===== src/rtl/blink_loss_pkg.sv =====
// blink_loss_pkg: shared state encoding and default sizing
// for the Blink loss tracker.
package blink_loss_pkg;

  typedef enum logic [1:0] {
    IDLE    = 2'd0,
    ARMED   = 2'd1,
    PENALTY = 2'd2,
    LOST    = 2'd3
  } state_t;

  localparam int DEF_LIVES   = 3;
  localparam int DEF_PENALTY = 8;

endpackage


===== src/rtl/blink_loss_if.sv =====
// blink_loss_if: game-side bundle between the Blink FSM and
// the loss tracker (stats ports when BLINK_LOSS_STATS_EN).
interface blink_loss_if #(
  parameter int CHANNELS = 4,
  parameter int LIFE_W   = 2
);
  logic                start;
  logic                clear;
  logic [CHANNELS-1:0] sample;
  logic [CHANNELS-1:0] hit;
  logic [CHANNELS-1:0] q;
  logic                miss_pulse;
  logic [CHANNELS-1:0] miss_ch;
  logic [LIFE_W-1:0]   lives;
  logic                armed;
  logic                lose;
`ifdef BLINK_LOSS_STATS_EN
  logic [15:0]         miss_total;
  logic                ignored_pulse;

  modport master (
    output start, clear, sample, hit,
    input  q, miss_pulse, miss_ch, lives,
    input  armed, lose, miss_total, ignored_pulse
  );

  modport slave (
    input  start, clear, sample, hit,
    output q, miss_pulse, miss_ch, lives,
    output armed, lose, miss_total, ignored_pulse
  );
`else
  modport master (
    output start, clear, sample, hit,
    input  q, miss_pulse, miss_ch, lives,
    input  armed, lose
  );

  modport slave (
    input  start, clear, sample, hit,
    output q, miss_pulse, miss_ch, lives,
    output armed, lose
  );
`endif
endinterface


===== src/rtl/blink_loss_chan.sv =====
// blink_loss_chan: one player channel, sampled hit register
// plus the combinational miss bit.
module blink_loss_chan (
  input  logic clk,
  input  logic reset,
  input  logic i_sample,
  input  logic i_hit,
  output logic o_q,
  output logic o_miss
);

  logic r_q;

  always_ff @(posedge clk or posedge reset) begin
    if (reset)
      r_q <= 1'b0;
    else if (i_sample)
      r_q <= i_hit;
  end

  assign o_q    = r_q;
  assign o_miss = i_sample & ~i_hit;

endmodule


===== src/rtl/blink_loss_tracker.sv =====
// blink_loss_tracker: miss detection, lives and penalty window.
// Optional miss statistics under BLINK_LOSS_STATS_EN.
module blink_loss_tracker
  import blink_loss_pkg::*;
#(
  parameter int CHANNELS       = 4,
  parameter int LIVES          = DEF_LIVES,
  parameter int LIFE_W         = $clog2(LIVES + 1),
  parameter int PENALTY_CYCLES = DEF_PENALTY
) (
  input  logic        clk,
  input  logic        reset,
  blink_loss_if.slave bus
);

  localparam int PEN_W =
    (PENALTY_CYCLES > 1) ? $clog2(PENALTY_CYCLES) : 1;
  localparam logic [PEN_W-1:0] PEN_LOAD =
    PEN_W'((PENALTY_CYCLES > 0) ? PENALTY_CYCLES - 1 : 0);

  logic [CHANNELS-1:0] w_q;
  logic [CHANNELS-1:0] w_mv;
  logic                w_any;

  state_t              r_state;
  logic [LIFE_W-1:0]   r_lives;
  logic [PEN_W-1:0]    r_pen;
  logic                r_pulse;
  logic [CHANNELS-1:0] r_miss_ch;
  logic                r_armed;
  logic                r_lose;

  for (genvar g = 0; g < CHANNELS; g++) begin : g_ch
    blink_loss_chan u_ch (
      .clk      (clk),
      .reset    (reset),
      .i_sample (bus.sample[g]),
      .i_hit    (bus.hit[g]),
      .o_q      (w_q[g]),
      .o_miss   (w_mv[g])
    );
  end

  assign w_any = |w_mv;

  // clear beats start, start beats any miss in the same cycle
  always_ff @(posedge clk or posedge reset) begin
    if (reset) begin
      r_state   <= IDLE;
      r_lives   <= '0;
      r_pen     <= '0;
      r_pulse   <= 1'b0;
      r_miss_ch <= '0;
      r_armed   <= 1'b0;
      r_lose    <= 1'b0;
    end else begin
      r_pulse   <= 1'b0;
      r_miss_ch <= '0;
      if (bus.clear) begin
        r_state <= IDLE;
        r_pen   <= '0;
        r_armed <= 1'b0;
        r_lose  <= 1'b0;
      end else if (bus.start) begin
        r_state <= ARMED;
        r_lives <= LIFE_W'(LIVES);
        r_pen   <= '0;
        r_armed <= 1'b1;
        r_lose  <= 1'b0;
      end else begin
        unique case (r_state)
          ARMED: begin
            if (w_any) begin
              r_pulse   <= 1'b1;
              r_miss_ch <= w_mv;
              r_lives   <= r_lives - 1'b1;
              if (r_lives == LIFE_W'(1)) begin
                r_state <= LOST;
                r_armed <= 1'b0;
                r_lose  <= 1'b1;
              end else if (PENALTY_CYCLES > 0) begin
                r_state <= PENALTY;
                r_pen   <= PEN_LOAD;
              end
            end
          end
          PENALTY: begin
            if (r_pen == '0)
              r_state <= ARMED;
            else
              r_pen <= r_pen - 1'b1;
          end
          default: ;
        endcase
      end
    end
  end

  assign bus.q          = w_q;
  assign bus.miss_pulse = r_pulse;
  assign bus.miss_ch    = r_miss_ch;
  assign bus.lives      = r_lives;
  assign bus.armed      = r_armed;
  assign bus.lose       = r_lose;

`ifdef BLINK_LOSS_STATS_EN
  logic [15:0] r_total;
  logic        r_ign;
  logic        w_live;

  assign w_live = (r_state == ARMED) || (r_state == PENALTY);

  always_ff @(posedge clk or posedge reset) begin
    if (reset) begin
      r_total <= '0;
      r_ign   <= 1'b0;
    end else begin
      r_ign <= 1'b0;
      if (bus.clear) begin
        r_total <= r_total;
      end else if (bus.start) begin
        r_total <= '0;
      end else if (w_any && w_live) begin
        if (r_total != 16'hFFFF)
          r_total <= r_total + 16'd1;
        r_ign <= (r_state == PENALTY);
      end
    end
  end

  assign bus.miss_total    = r_total;
  assign bus.ignored_pulse = r_ign;
`endif

endmodule

===== src/flat_wrapper.sv =====
// flat-port wrapper written by rule: the top's interface ports become plain ports
module blink_loss_tracker_flat import blink_loss_pkg::*;
#(
  parameter int CHANNELS       = 4,
  parameter int LIVES          = DEF_LIVES,
  parameter int LIFE_W         = $clog2(LIVES + 1),
  parameter int PENALTY_CYCLES = DEF_PENALTY
)
  (clk, reset, bus_start, bus_clear, bus_sample, bus_hit, bus_q, bus_miss_pulse, bus_miss_ch, bus_lives, bus_armed, bus_lose);
  blink_loss_if #(.CHANNELS(CHANNELS), .LIFE_W(LIFE_W)) bus_i ();
  input  logic clk;
  input  logic reset;
  input wire logic [$bits(bus_i.start)-1:0] bus_start;
  input wire logic [$bits(bus_i.clear)-1:0] bus_clear;
  input wire logic [$bits(bus_i.sample)-1:0] bus_sample;
  input wire logic [$bits(bus_i.hit)-1:0] bus_hit;
  output wire logic [$bits(bus_i.q)-1:0] bus_q;
  output wire logic [$bits(bus_i.miss_pulse)-1:0] bus_miss_pulse;
  output wire logic [$bits(bus_i.miss_ch)-1:0] bus_miss_ch;
  output wire logic [$bits(bus_i.lives)-1:0] bus_lives;
  output wire logic [$bits(bus_i.armed)-1:0] bus_armed;
  output wire logic [$bits(bus_i.lose)-1:0] bus_lose;
  assign bus_i.start = bus_start;
  assign bus_i.clear = bus_clear;
  assign bus_i.sample = bus_sample;
  assign bus_i.hit = bus_hit;
  assign bus_q = bus_i.q;
  assign bus_miss_pulse = bus_i.miss_pulse;
  assign bus_miss_ch = bus_i.miss_ch;
  assign bus_lives = bus_i.lives;
  assign bus_armed = bus_i.armed;
  assign bus_lose = bus_i.lose;
  blink_loss_tracker #(.CHANNELS(CHANNELS), .LIVES(LIVES), .LIFE_W(LIFE_W), .PENALTY_CYCLES(PENALTY_CYCLES)) u_core (.clk(clk), .reset(reset), .bus(bus_i));
endmodule

===== config.mk =====
export PLATFORM = sky130hd
export DESIGN_NAME = blink_loss_tracker_flat
export DESIGN_NICKNAME = d
export VERILOG_FILES = /design/src/rtl/blink_loss_pkg.sv /design/src/rtl/blink_loss_if.sv /design/src/rtl/blink_loss_chan.sv /design/src/rtl/blink_loss_tracker.sv /design/src/flat_wrapper.sv
export SDC_FILE = /design/constraint.sdc
export NUM_CORES = 1
export LEC_CHECK = 0
export CORE_AREA = 2 2 51 53
export DETAILED_ROUTE_END_ITERATION = 16
export DIE_AREA = 0 0 53 55
export PLACE_DENSITY = 0.71
export REMOVE_ABC_BUFFERS = 1
export SLEW_MARGIN = 15
export SYNTH_ARGS = -nofsm -noshare
export SYNTH_HDL_FRONTEND = slang
export SYNTH_HIERARCHICAL = 1
export SYNTH_SLANG_ARGS = --single-unit

===== constraint.sdc =====
create_clock -name clk -period 1.2 [get_ports clk]
set_input_delay 0.24 -clock clk [delete_from_list [all_inputs] [get_ports clk]]
set_output_delay 0.24 -clock clk [all_outputs]
set_load 0.005 [all_outputs]

Word-level counts from Yosys, hierarchy flattened
Index checks and enable logic that the tools add are counted.
{ "word_totals": {"out_inout_bits": 13, "reg_bits": 18, "word_cells": 74, "input_bits": 12} }
{ "classes": {"n_addsub": 2, "eq_ne": 7, "reduce_logical": 12, "n_bitwise": 9, "muxes": 33} }
{ "op_table": {"columns": ["op", "count"], "rows": [
  ["$mux W4", 4],
  ["$mux W1", 15],
  ["$mux W3", 5],
  ["$mux W2", 7],
  ["$reduce_and A3 Y1", 3],
  ["$reduce_bool A3 Y1", 3],
  ["$ne A4 B3 Y1 const B", 2],
  ["$ne A4 B4 Y1 const B", 2],
  ["$pmux W3 S2", 1],
  ["$not A1 Y1", 5],
  ["$and A1 B1 Y1", 4],
  ["$eq A2 B1 Y1 const B", 2],
  ["$pmux W2 S2", 1],
  ["$reduce_and A4 Y1", 1],
  ["$reduce_bool A2 Y1", 2],
  ["$reduce_bool A4 Y1", 1],
  ["$reduce_or A4 Y1", 1],
  ["$logic_not A3 Y1", 1],
  ["$sub A3 B1 Y3 const B", 1],
  ["$eq A2 B2 Y1 const B", 1],
  ["$sub A2 B1 Y2 const B", 1]
]} }

Depth between registers and ports, before layout
{ "logic_depth": {"ltp_word": 7, "ltp_mapped": 6, "ltp_nobuf": 6} }

Hierarchy
Netlist, hierarchy kept.
{ "by_module_without_submodules": {"columns": ["mod", "seq_area_each_um2", "cells_per_inst", "instances", "area_each_um2"], "rows": [
  ["blink_loss_tracker", 350.3, 69, 1, 742.0],
  ["blink_loss_chan", 25.0, 4, 4, 50.0]
]} }

Least setup slack after synthesis
OpenSTA, ideal clock, no wires.
{ "synth_path": {"path_type": "reg-to-reg", "start": "reg u_core.r_state[1]", "end": "reg u_core.r_state[0]", "period_less_slack_ps": 1365, "path_buffers": 0, "arrival_time_ps": 1271, "setup_ps": 94, "required_time_ps": 1106, "setup_slack_ps": -165, "stages_incl_launch_ff": 6, "path_cell_list": "dfrtp_1 inv_1 ha_1 a221oi_1 nor3_1 a211oi_1"} }
{ "synth_between": {"elab_chain_cells": 4, "elab_cells_between_ends": 9, "classes_between": "4 x eq/ne; 3 x mux; 2 x reduce/logical"} }
{ "synth_lines": {"columns": ["element", "line", "text"], "rows": [
  ["start: declaration", "blink_loss_tracker.sv:25", "state_t r_state;"],
  ["start signal: assignment", "blink_loss_tracker.sv:49", "r_state <= IDLE;"],
  ["start signal: assignment", "blink_loss_tracker.sv:60", "r_state <= IDLE;"],
  ["start signal: assignment", "blink_loss_tracker.sv:65", "r_state <= ARMED;"],
  ["$eq A2 B2 Y1 or $eq A2 B1 Y1 (tied branches)", "blink_loss_tracker.sv:71", "unique case (r_state)"],
  ["$pmux W2 S2", "blink_loss_tracker.sv:71", null],
  ["$mux W2", "blink_loss_tracker.sv:64", "end else if (bus.start) begin"],
  ["$mux W2", "blink_loss_tracker.sv:59", "if (bus.clear) begin"]
]} }
Several ways; a longest one is shown, not always the timed one.
A chain may end at the register's enable or synchronous reset.

Final worst setup path
{ "layout_path": {"start": "reg u_core.r_state[1]", "end": "reg u_core.r_lives[1] (netlist: u_core/bus.lives[1])"} }
{ "layout_between": {"elab_chain_cells": 3} }
{ "layout_lines": {"columns": ["element", "line", "text"], "rows": [
  ["$eq A2 B1 Y1", "blink_loss_tracker.sv:71", null],
  ["$reduce_bool A2 Y1 (no line)", null, null],
  ["$reduce_and A3 Y1 (no line)", null, null],
  ["end signal: assignment", "blink_loss_tracker.sv:66", "r_lives <= LIFE_W'(LIVES);"],
  ["end signal: assignment", "blink_loss_tracker.sv:76", "r_lives <= r_lives - 1'b1;"],
  ["end: declaration", "blink_loss_tracker.sv:26", "logic [LIFE_W-1:0] r_lives;"]
]} }
Every way passes these cells.

==> results.yml <==
outcome:
  status: "finished, violations left"
  violations: "setup timing"
critical_path:
  r2r_cells: 6
  reg2reg_from: "u_core/r_state[1]"
  r2r_slack_ns: -0.28
  regToRegEndpoint: "u_core/bus.lives[1]"
  critPathMaxFanout: 5
  cp_data_arrival_time_ns: 1.67
  crit_path_start_kind: "register"
  cp_data_required_time_ns: 1.39
  critical_path_class: "register to register"
  cp-end-kind: "register"
cts:
  cts_root_buf: "clkbuf_4"
  cts-hold-fix-buffers: 0
  ctsLongestPathBuffers: 2
  cts_tree: "built"
  numCtsBuffers: 3
  clk_pin_slew_ns: 0.10
  clock-sinks: 18
  htreeDepth: 1
  clk_latency_ns: 0.30
yosys:
  synth_top_area_share_pct: 47.81
  synth.avg_cell_area_um2: 11.08
  synth_seq_area_share_pct: 47.81
  ys_warn_count: 6
  yosys_most_used_dff: "dfrtp_1"
  synth-edff-count: 0
  synth_adder_area_share_pct: 7.968
  synth.mux.area_fraction_pct: 6.375
  netlist_instances: 85
  yosys.area_share.simple_pct: 19.26
  synth.distinct_cells: 27
  synthTopCellsByArea: "dfrtp_1 (48%), ha_1 (8.0%), mux2_4 (6.4%), inv_1 (5.2%), and3_1 (3.3%)"
  synth_largest_area_cell: "dfrtp_1"
  synth_xor_area_share_pct: 0
  synth-compound-area-share_pct: 13.41
  synth_area_um2: 942.2
  ys_async_sr_fraction_pct: 100.0
  synth_seq_cells: 18
  synth_common_cells: "dfrtp_1 (18), inv_1 (13), a21oi_1 (6), ha_1 (6)"
  synth_top_family_by_area: "simple AND/OR/NAND/NOR gates"
  synth_most_common_cell: "dfrtp_1"
die:
  boundaryPins: 25
  start_util_pct: 39.84
  core_um2: 2365
  placementRows: 18
  fp.dieH_um: 55
  dieArea_um2: 2915
  fp.dieW_um: 53
worst_hold_path:
  hp-class: "input pin to async pin"
place:
  io_buffers: 24
  dp.final_hpwl_um: 1522
  dp_slack_ns: -0.7348
  routabilityCongestion: 0.7409
global_route:
  grt_max_degree: 15
  antenna_found_initial: 0
  track_usage_pct: 16.64
  gr-total-overflow: 0
  grt_pass1_wl_um: 3456
  grt_pass1_vias: 786
sta:
  rsz0062_at_grt: "true"
  fin_ws_ns: -0.2825
  relSlewSlack_pct: 74.07
  whs_ns: 0.1937
  hold_viol: 0
  tightestPinTransition_ns: 0.3861
  drv_slew: 0
  fmax_mhz: 674.6
  fin_skew_ns: 0.002226
  fin_crit_sh_pct: 123.5
  setup_viol: 11
  period_minus_slack_ns: 1.482
power_and_ir_drop:
  ir_drop_mv: 1.120
  p_leak_nw: 0.7843
  power.total_w: 0.001778
  p_per_area_nw_per_um2: 1138
route:
  maxUsedRoutingLayer: "met4"
  wl_per_cell_um: 13.07
  drt_iter0_drc: 8
  drc: 0
  drtAntennaViolNets: 0
  wirelength_um: 2196
  dr.pass1.iters: 2
  met1_length_um: 936
  wl_met3_um: 49
  vias: 803
  avgViaCountPerCell: 4.780
  met2_length_um: 1183
cells_and_area:
  drive_gt1_share_pct: 40.58
  syn2layout_area_growth_pct: 65.87
  fillCellCount: 185
  nets: 157
  antenna_cells: 0
run:
  cap_violations: 0
[sequential cells by signal, indices dropped and copies added, names as in the netlist]
signal and flops:
u_core/r_pen 3, u_core/g_ch.u_ch/o_q 4, u_core/bus.miss_ch 4, u_core/r_state 2
u_core/bus.miss_pulse 1, u_core/bus.armed 1, u_core/bus.lose 1, u_core/bus.lives 2
[worst max-delay path by stage]
stage / cells past startpoint / slack (ns) / start / end
2_1_floorplan: 5 / -0.17 / u_core/r_state[1] / u_core/r_state[0]
5_1_grt: 6 / -0.37 / u_core/r_state[1] / u_core/bus.lives[0]
3_3_place_gp: 6 / -0.64 / bus_sample[3] / u_core/r_state[0]
3_5_place_dp: 6 / -0.73 / bus_sample[3] / u_core/r_state[0]
6_report: 6 / -0.28 / u_core/r_state[1] / u_core/bus.lives[1]
4_1_cts: 6 / -0.26 / u_core/r_state[1] / u_core/bus.lives[0]
[cell usage in the layout, fill, tap and decap left out, types with 2 or more instances in the layout]
cell / n
a21oi_1: 6
dfrtp_1: 17
buf_4: 23
nor2b_4: 4
nor2_1: 5
ha_4: 3
nor3_1: 2
mux2_4: 4
buf_6: 3
inv_1: 10
clkdlybuf4s50_1: 3
inv_2: 3
and3_1: 5
nand2b_1: 4
ha_1: 2
dlymetal6s2s_1: 2
nor3_2: 2
clkdlybuf4s15_1: 9
dlygate4sd2_1: 9
clkbuf_4: 3
[where the power goes]
part | internal, W | switching (W)
combinational | 0.000392 | 0.000306
sequential | 0.000661 | 0.0000397
clock | 0.000185 | 0.000195
[layer usage]
| metal | track usage [%] | vias up |
|---|---|---|
| met1 | 20.47 | 391 |
| met3 | 3.226 | 2 |
| met4 | 5.556 | 0 |
| met2 | 29.38 | 9 |
| met5 | 0 | - |
| li1 | - | 401 |
[critical path, cell delays in order (launching register included)]
cell	delay, ns
dfrtp_2	0.47
inv_2	0.08
ha_4	0.20
o41a_1	0.29
buf_4	0.15
and2_4	0.13
a22oi_2	0.06
[through the flow]
stage / TNS, ns / util [%] / cell area, um^2 / std cells
3_3_place_gp: -6.043 / 57.62 / 1363 / 158
2_1_floorplan: -1.061 / - / 942.2 / 85
5_1_grt: -2.796 / 66.08 / 1563 / 168
4_1_cts: -1.938 / 62.49 / 1478 / 163
6_report: -2.124 / 66.08 / 1563 / 168
3_5_place_dp: -6.400 / 57.62 / 1363 / 158
[kinds of logic (layout without fill, tap and decap cells)]
family	count (synthesis)	in the layout
AO/OA/AOI/OAI	16	16
adder cells (fa/ha/maj)	6	6
buffers and inverters	13	66
flip-flops	18	18
multiplexers	4	4
AND/OR/NAND/NOR	28	28
[area by class of cell]
| class | count | area, um^2 | share of cell area (%) |
|---|---|---|---|
| inverter | 13 | 48.80 | 3.122 |
| multi-input combinational | 54 | 558.0 | 35.71 |
| clock buffer | 4 | 36.28 | 2.322 |
| tap | 30 | 37.54 | 2.402 |
| sequential | 18 | 451.7 | 28.90 |
| timing repair buffer | 49 | 430.4 | 27.54 |
[timing repair]
action / CTS / global route
endpoints found under the setup margin: 23 / 19
pin swaps: 16 / 8
buffers inserted: 1 / 5
hold endpoints to repair: 0 / 0
resized for setup: 39 / 19
cloned: 0 / 0
Power figures use the tool's default switching activity.
==> RTL edit 1: new RTL, same settings <==
The package constant `DEF_LIVES` goes from 3 to 6.
--- a/src/rtl/blink_loss_pkg.sv
+++ b/src/rtl/blink_loss_pkg.sv
@@ -11,3 +11,3 @@
 
-  localparam int DEF_LIVES   = 3;
+  localparam int DEF_LIVES   = 6;
   localparam int DEF_PENALTY = 8;
Interface: changed (resized bus_lives); port bits go from 25 to 26. The function was not compared with the original's and may differ.
==> RTL edit 1 against the unedited design <==
  * The run still ends with setup timing left
  * Area after synthesis increased by 9.3%
  * Die area unchanged
  * Worst setup slack got worse by 0.16 ns
  * Critical path depth increased by 1
  * Synthesized cell count increased by 14%
  * Final area increased by 18%
  * Core utilization increased by 12 points
  * Routed wire length increased by 49%
  * Sequential cell count increased by 1
  * Sequential power increased by 10%
  * Total power increased by 31%
  * Sequential share of layout area decreased by 3.0 points
==> RTL edit 1: results (changes against the unedited design) <==
| Metric | Value |
|---|---|
| Most frequent cells after synthesis | dfrtp_1, inv_1, nand2_1, ha_1, nor2b_1 (was dfrtp_1, inv_1, a21oi_1, ha_1) |
| Fill cell total of the finished layout | 143 (was 185) |
| TritonRoute pass-1 iters | 4 (was 2) |
| Maximum fanout count along the critical path | 6 (was 5) |
| Place WS | -0.904 ns (was -0.735 ns) |
| Worst IR Drop VDD | 1.20 mV (was 1.12 mV) |
| Clock skew | 0.00821 ns (was 0.00223 ns) |
| RD Place Congestion | 0.765 (was 0.741) |
| Synth area leaders | dfrtp_1, ha_1, mux2_4, inv_1, nor2b_1 (was dfrtp_1, ha_1, mux2_4, inv_1, and3_1) |
| Net total in the final layout | 187 (was 157) |
| H-Tree Level Count | 1 (unchanged) |
| Total wire length after detailed routing | 3270 um (was 2200 um) |
| Type of the most critical hold path | in -> async (unchanged) |
| Rel. slew slack | 0.804 (was 0.741) |
| Final setup viols | 14 (was 11) |
| Sequential area share after synthesis | 0.462 (was 0.478) |
| Final-layout setup total negative slack | -3.92 ns (was -2.12 ns) |
| Post-synthesis compound-gate area fraction | 0.135 (was 0.134) |
| Arrival time at the worst endpoint | 1.86 ns (was 1.67 ns) |
| Vias post-DR | 1020 (was 803) |
| Half-perimeter wire length of the detailed placement result | 2010 um (was 1520 um) |
| Number of antenna diodes | 0 (unchanged) |
| Pin count of the biggest net entering global routing | 16 (was 15) |
| Status | finished, violations left (unchanged) |
| Violations in the final reports | setup timing (unchanged) |
| Tot GR Track Use | 0.244 (was 0.166) |
| Share of synthesized cell area in full adder, half adder and majority cells | 0.0851 (was 0.0797) |
| Crit path setup slack, layout | -0.441 ns (was -0.282 ns) |
| Iteration-0 DRC Markers | 14 (was 8) |
| Number of distinct library cells after synthesis | 30 (was 27) |
-- RTL edit 1: cell families (layout without fill, tap and decap cells) --
group,Yosys count,count (layout)
multiplexers,5,5
AND/OR/NAND/NOR,35,35
adder cells (fa/ha/maj),7,7
flip-flops,19,19
buffers and inverters,14,84
AO/OA/AOI/OAI,17,17
-- RTL edit 1: timing repair --
| item | CTS | global route |
|---|---|---|
| setup endpoints to repair | 24 | 25 |
| gates resized for setup | 62 | 30 |
| pin swaps | 21 | 4 |
| setup buffers | 9 | 3 |
-- RTL edit 1: final timing paths --
check / end / from / depth (start not counted) / slack (ns)
min in group clk: u_core/g_ch[3].u_ch/o_q / bus_hit[3] / 2 / 0.39
min reg2reg: u_core/g_ch[1].u_ch/o_q / u_core/g_ch[1].u_ch/o_q / 1 / 0.54
max reg2reg: u_core/bus.lives[0] / u_core/r_state[1] / 7 / -0.44
max in group asynchronous: u_core/r_state[1] / reset / 3 / 0.60
max: u_core/bus.lives[0] / u_core/r_state[1] / 7 / -0.44
min: u_core/g_ch[1].u_ch/o_q / reset / 2 / 0.23
-- RTL edit 1: power by group --
part	switching, uW	internal, uW
clock	198	129
sequential	55.5	718
combinational	529	695
-- RTL edit 1: worst reg2reg max path, cell delays in order, from the launching register on --
cell and delay, ns:
dfrtp_2 0.47, inv_2 0.08, ha_4 0.14, buf_6 0.09
o41a_1 0.30, nand2_1 0.11, mux2_4 0.28, o22ai_2 0.10
-- RTL edit 1: cell type report --
| cell class | count | area [sq um] | share of cell area |
|---|---|---|---|
| clock buffers | 4 | 26.3 | 0.0143 |
| inverters | 12 | 45.0 | 0.0244 |
| multi-input cells | 64 | 676 | 0.367 |
| flip-flops and latches | 19 | 477 | 0.259 |
| well taps | 30 | 37.5 | 0.0204 |
| repair buffers | 68 | 582 | 0.316 |
-- RTL edit 1: layer usage --
metal  track usage  share of wire
met3        0.0538          0.045
met5             0              0
met1         0.266           0.39
met2         0.427           0.52
met4         0.162          0.038
-- RTL edit 1: stage by stage --
step	total power, uW	hold WS (ns)	std cells
finish	2320	0.233	197
global route	2460	0.201	197
CTS	2180	0.197	196
detailed placement	1630	0.509	184
global placement	1590	0.492	184
floorplan	1150	-0.0313	95
==> RTL edit 2: new RTL, same settings <==
Without the edit above. Encoding of `state_t`: now one-hot (4 bits for 4 states).
--- a/src/rtl/blink_loss_pkg.sv
+++ b/src/rtl/blink_loss_pkg.sv
@@ -4,7 +4,7 @@
 
-  typedef enum logic [1:0] {
-    IDLE    = 2'd0,
-    ARMED   = 2'd1,
-    PENALTY = 2'd2,
-    LOST    = 2'd3
+  typedef enum logic [3:0] {
+    IDLE    = 4'b0001,
+    ARMED   = 4'b0010,
+    PENALTY = 4'b0100,
+    LOST    = 4'b1000
   } state_t;
Formal check against the unedited RTL: no difference found for any inputs over 10 cycles, from zero or initial values and one cycle with reset high; not proved beyond that.
==> RTL edit 2 against the unedited design <==
  * Largest cell class unchanged
  * Area after synthesis increased by 6.0%
  * Worst hold slack about the same
  * Worst setup slack better by 0.028 ns
  * Final area increased by 5.9%
  * First-iteration DRC count rose by 75%
  * The run still ends with setup timing left
  * Routed wire length is 16% higher
  * Total power decreased by 11%
  * Sequential cell count increased by 2
==> RTL edit 2: results (changes against the unedited design) <==
| Metric | Value |
|---|---|
| Status | finished, violations left (unchanged) |
| Violations in the final reports | setup timing (unchanged) |
| Number of distinct library cells after synthesis | 30 (was 27) |
| Synth area leaders | dfrtp_1, mux2_4, inv_1, ha_1, nor2b_1 (was dfrtp_1, ha_1, mux2_4, inv_1, and3_1) |
| Net total in the final layout | 163 (was 157) |
| Sequential area share after synthesis | 0.503 (was 0.478) |
| Half-perimeter wire length of the detailed placement result | 1800 um (was 1520 um) |
| Vias in the first global route | 941 (was 786) |
| Cell type group with the largest total delay on the critical path | simple AND/OR/NAND/NOR gates (was flip-flops) |
| Tot GR Track Use | 0.202 (was 0.166) |
| Wire length of the first global-routing pass | 4180 um (was 3460 um) |
| Fill cell total of the finished layout | 180 (was 185) |
| Rel. slew slack | 0.682 (was 0.741) |
| Worst IR Drop VDD | 0.822 mV (was 1.12 mV) |
| Crit path setup slack, layout | -0.255 ns (was -0.282 ns) |
| Post-synthesis compound-gate area fraction | 0.135 (was 0.134) |
| Metal2 WL | 1390 um (was 1180 um) |
| Average via count per standard cell | 5.10 (was 4.78) |
| Worst reg2reg path depth | 3 (was 6) |
| TritonRoute pass-1 iters | 4 (was 2) |
| Internal Power | 1170 uW (was 1240 uW) |
| Critical Path Slowest Stage Cell | or4b_4 (was dfrtp_2) |
| Clock skew | 0.00388 ns (was 0.00223 ns) |
| Pin count of the biggest net entering global routing | 12 (was 15) |
| RD Place Congestion | 0.803 (was 0.741) |
| Met3 global-route usage | 0.0269 (was 0.0323) |
| Final setup viols | 14 (was 11) |
| Final-layout setup total negative slack | -1.79 ns (was -2.12 ns) |
## RTL edit 2: changes by cell type in the layout (fill, tap and decap cells not counted), sizes merged, moves of 3 or more
cell,change
ha,-3
and2,+3
nor3,-4
clkdlybuf4s15,+3
dlygate4sd2,-4
and3,-4
buf,+6
## RTL edit 2: cell type report
type,count,area share
tap,30,0.0227
multi-input combinational,60,0.356
inverter,11,0.0249
timing repair buffer,52,0.269
sequential,20,0.305
clock buffer,4,0.0219
## RTL edit 2: repair_timing
action                     in CTS  in global routing
hold buffers                    0                  0
resized for setup              61                 23
buffers inserted                4                  6
setup endpoints to repair      28                 24
pin swaps                       9                  4
## RTL edit 2: stage by stage
stage          std cells  utilization  hold WS (ns)  total power (uW)  cell area (sq um)
2_1_floorplan         91            -       -0.0313               893                987
3_3_place_gp         165        0.598         0.480              1090               1420
3_5_place_dp         165        0.598         0.500              1110               1420
4_1_cts              173        0.651         0.194              1510               1540
5_1_grt              177        0.700         0.203              1690               1660
6_report             177        0.700         0.193              1590               1660
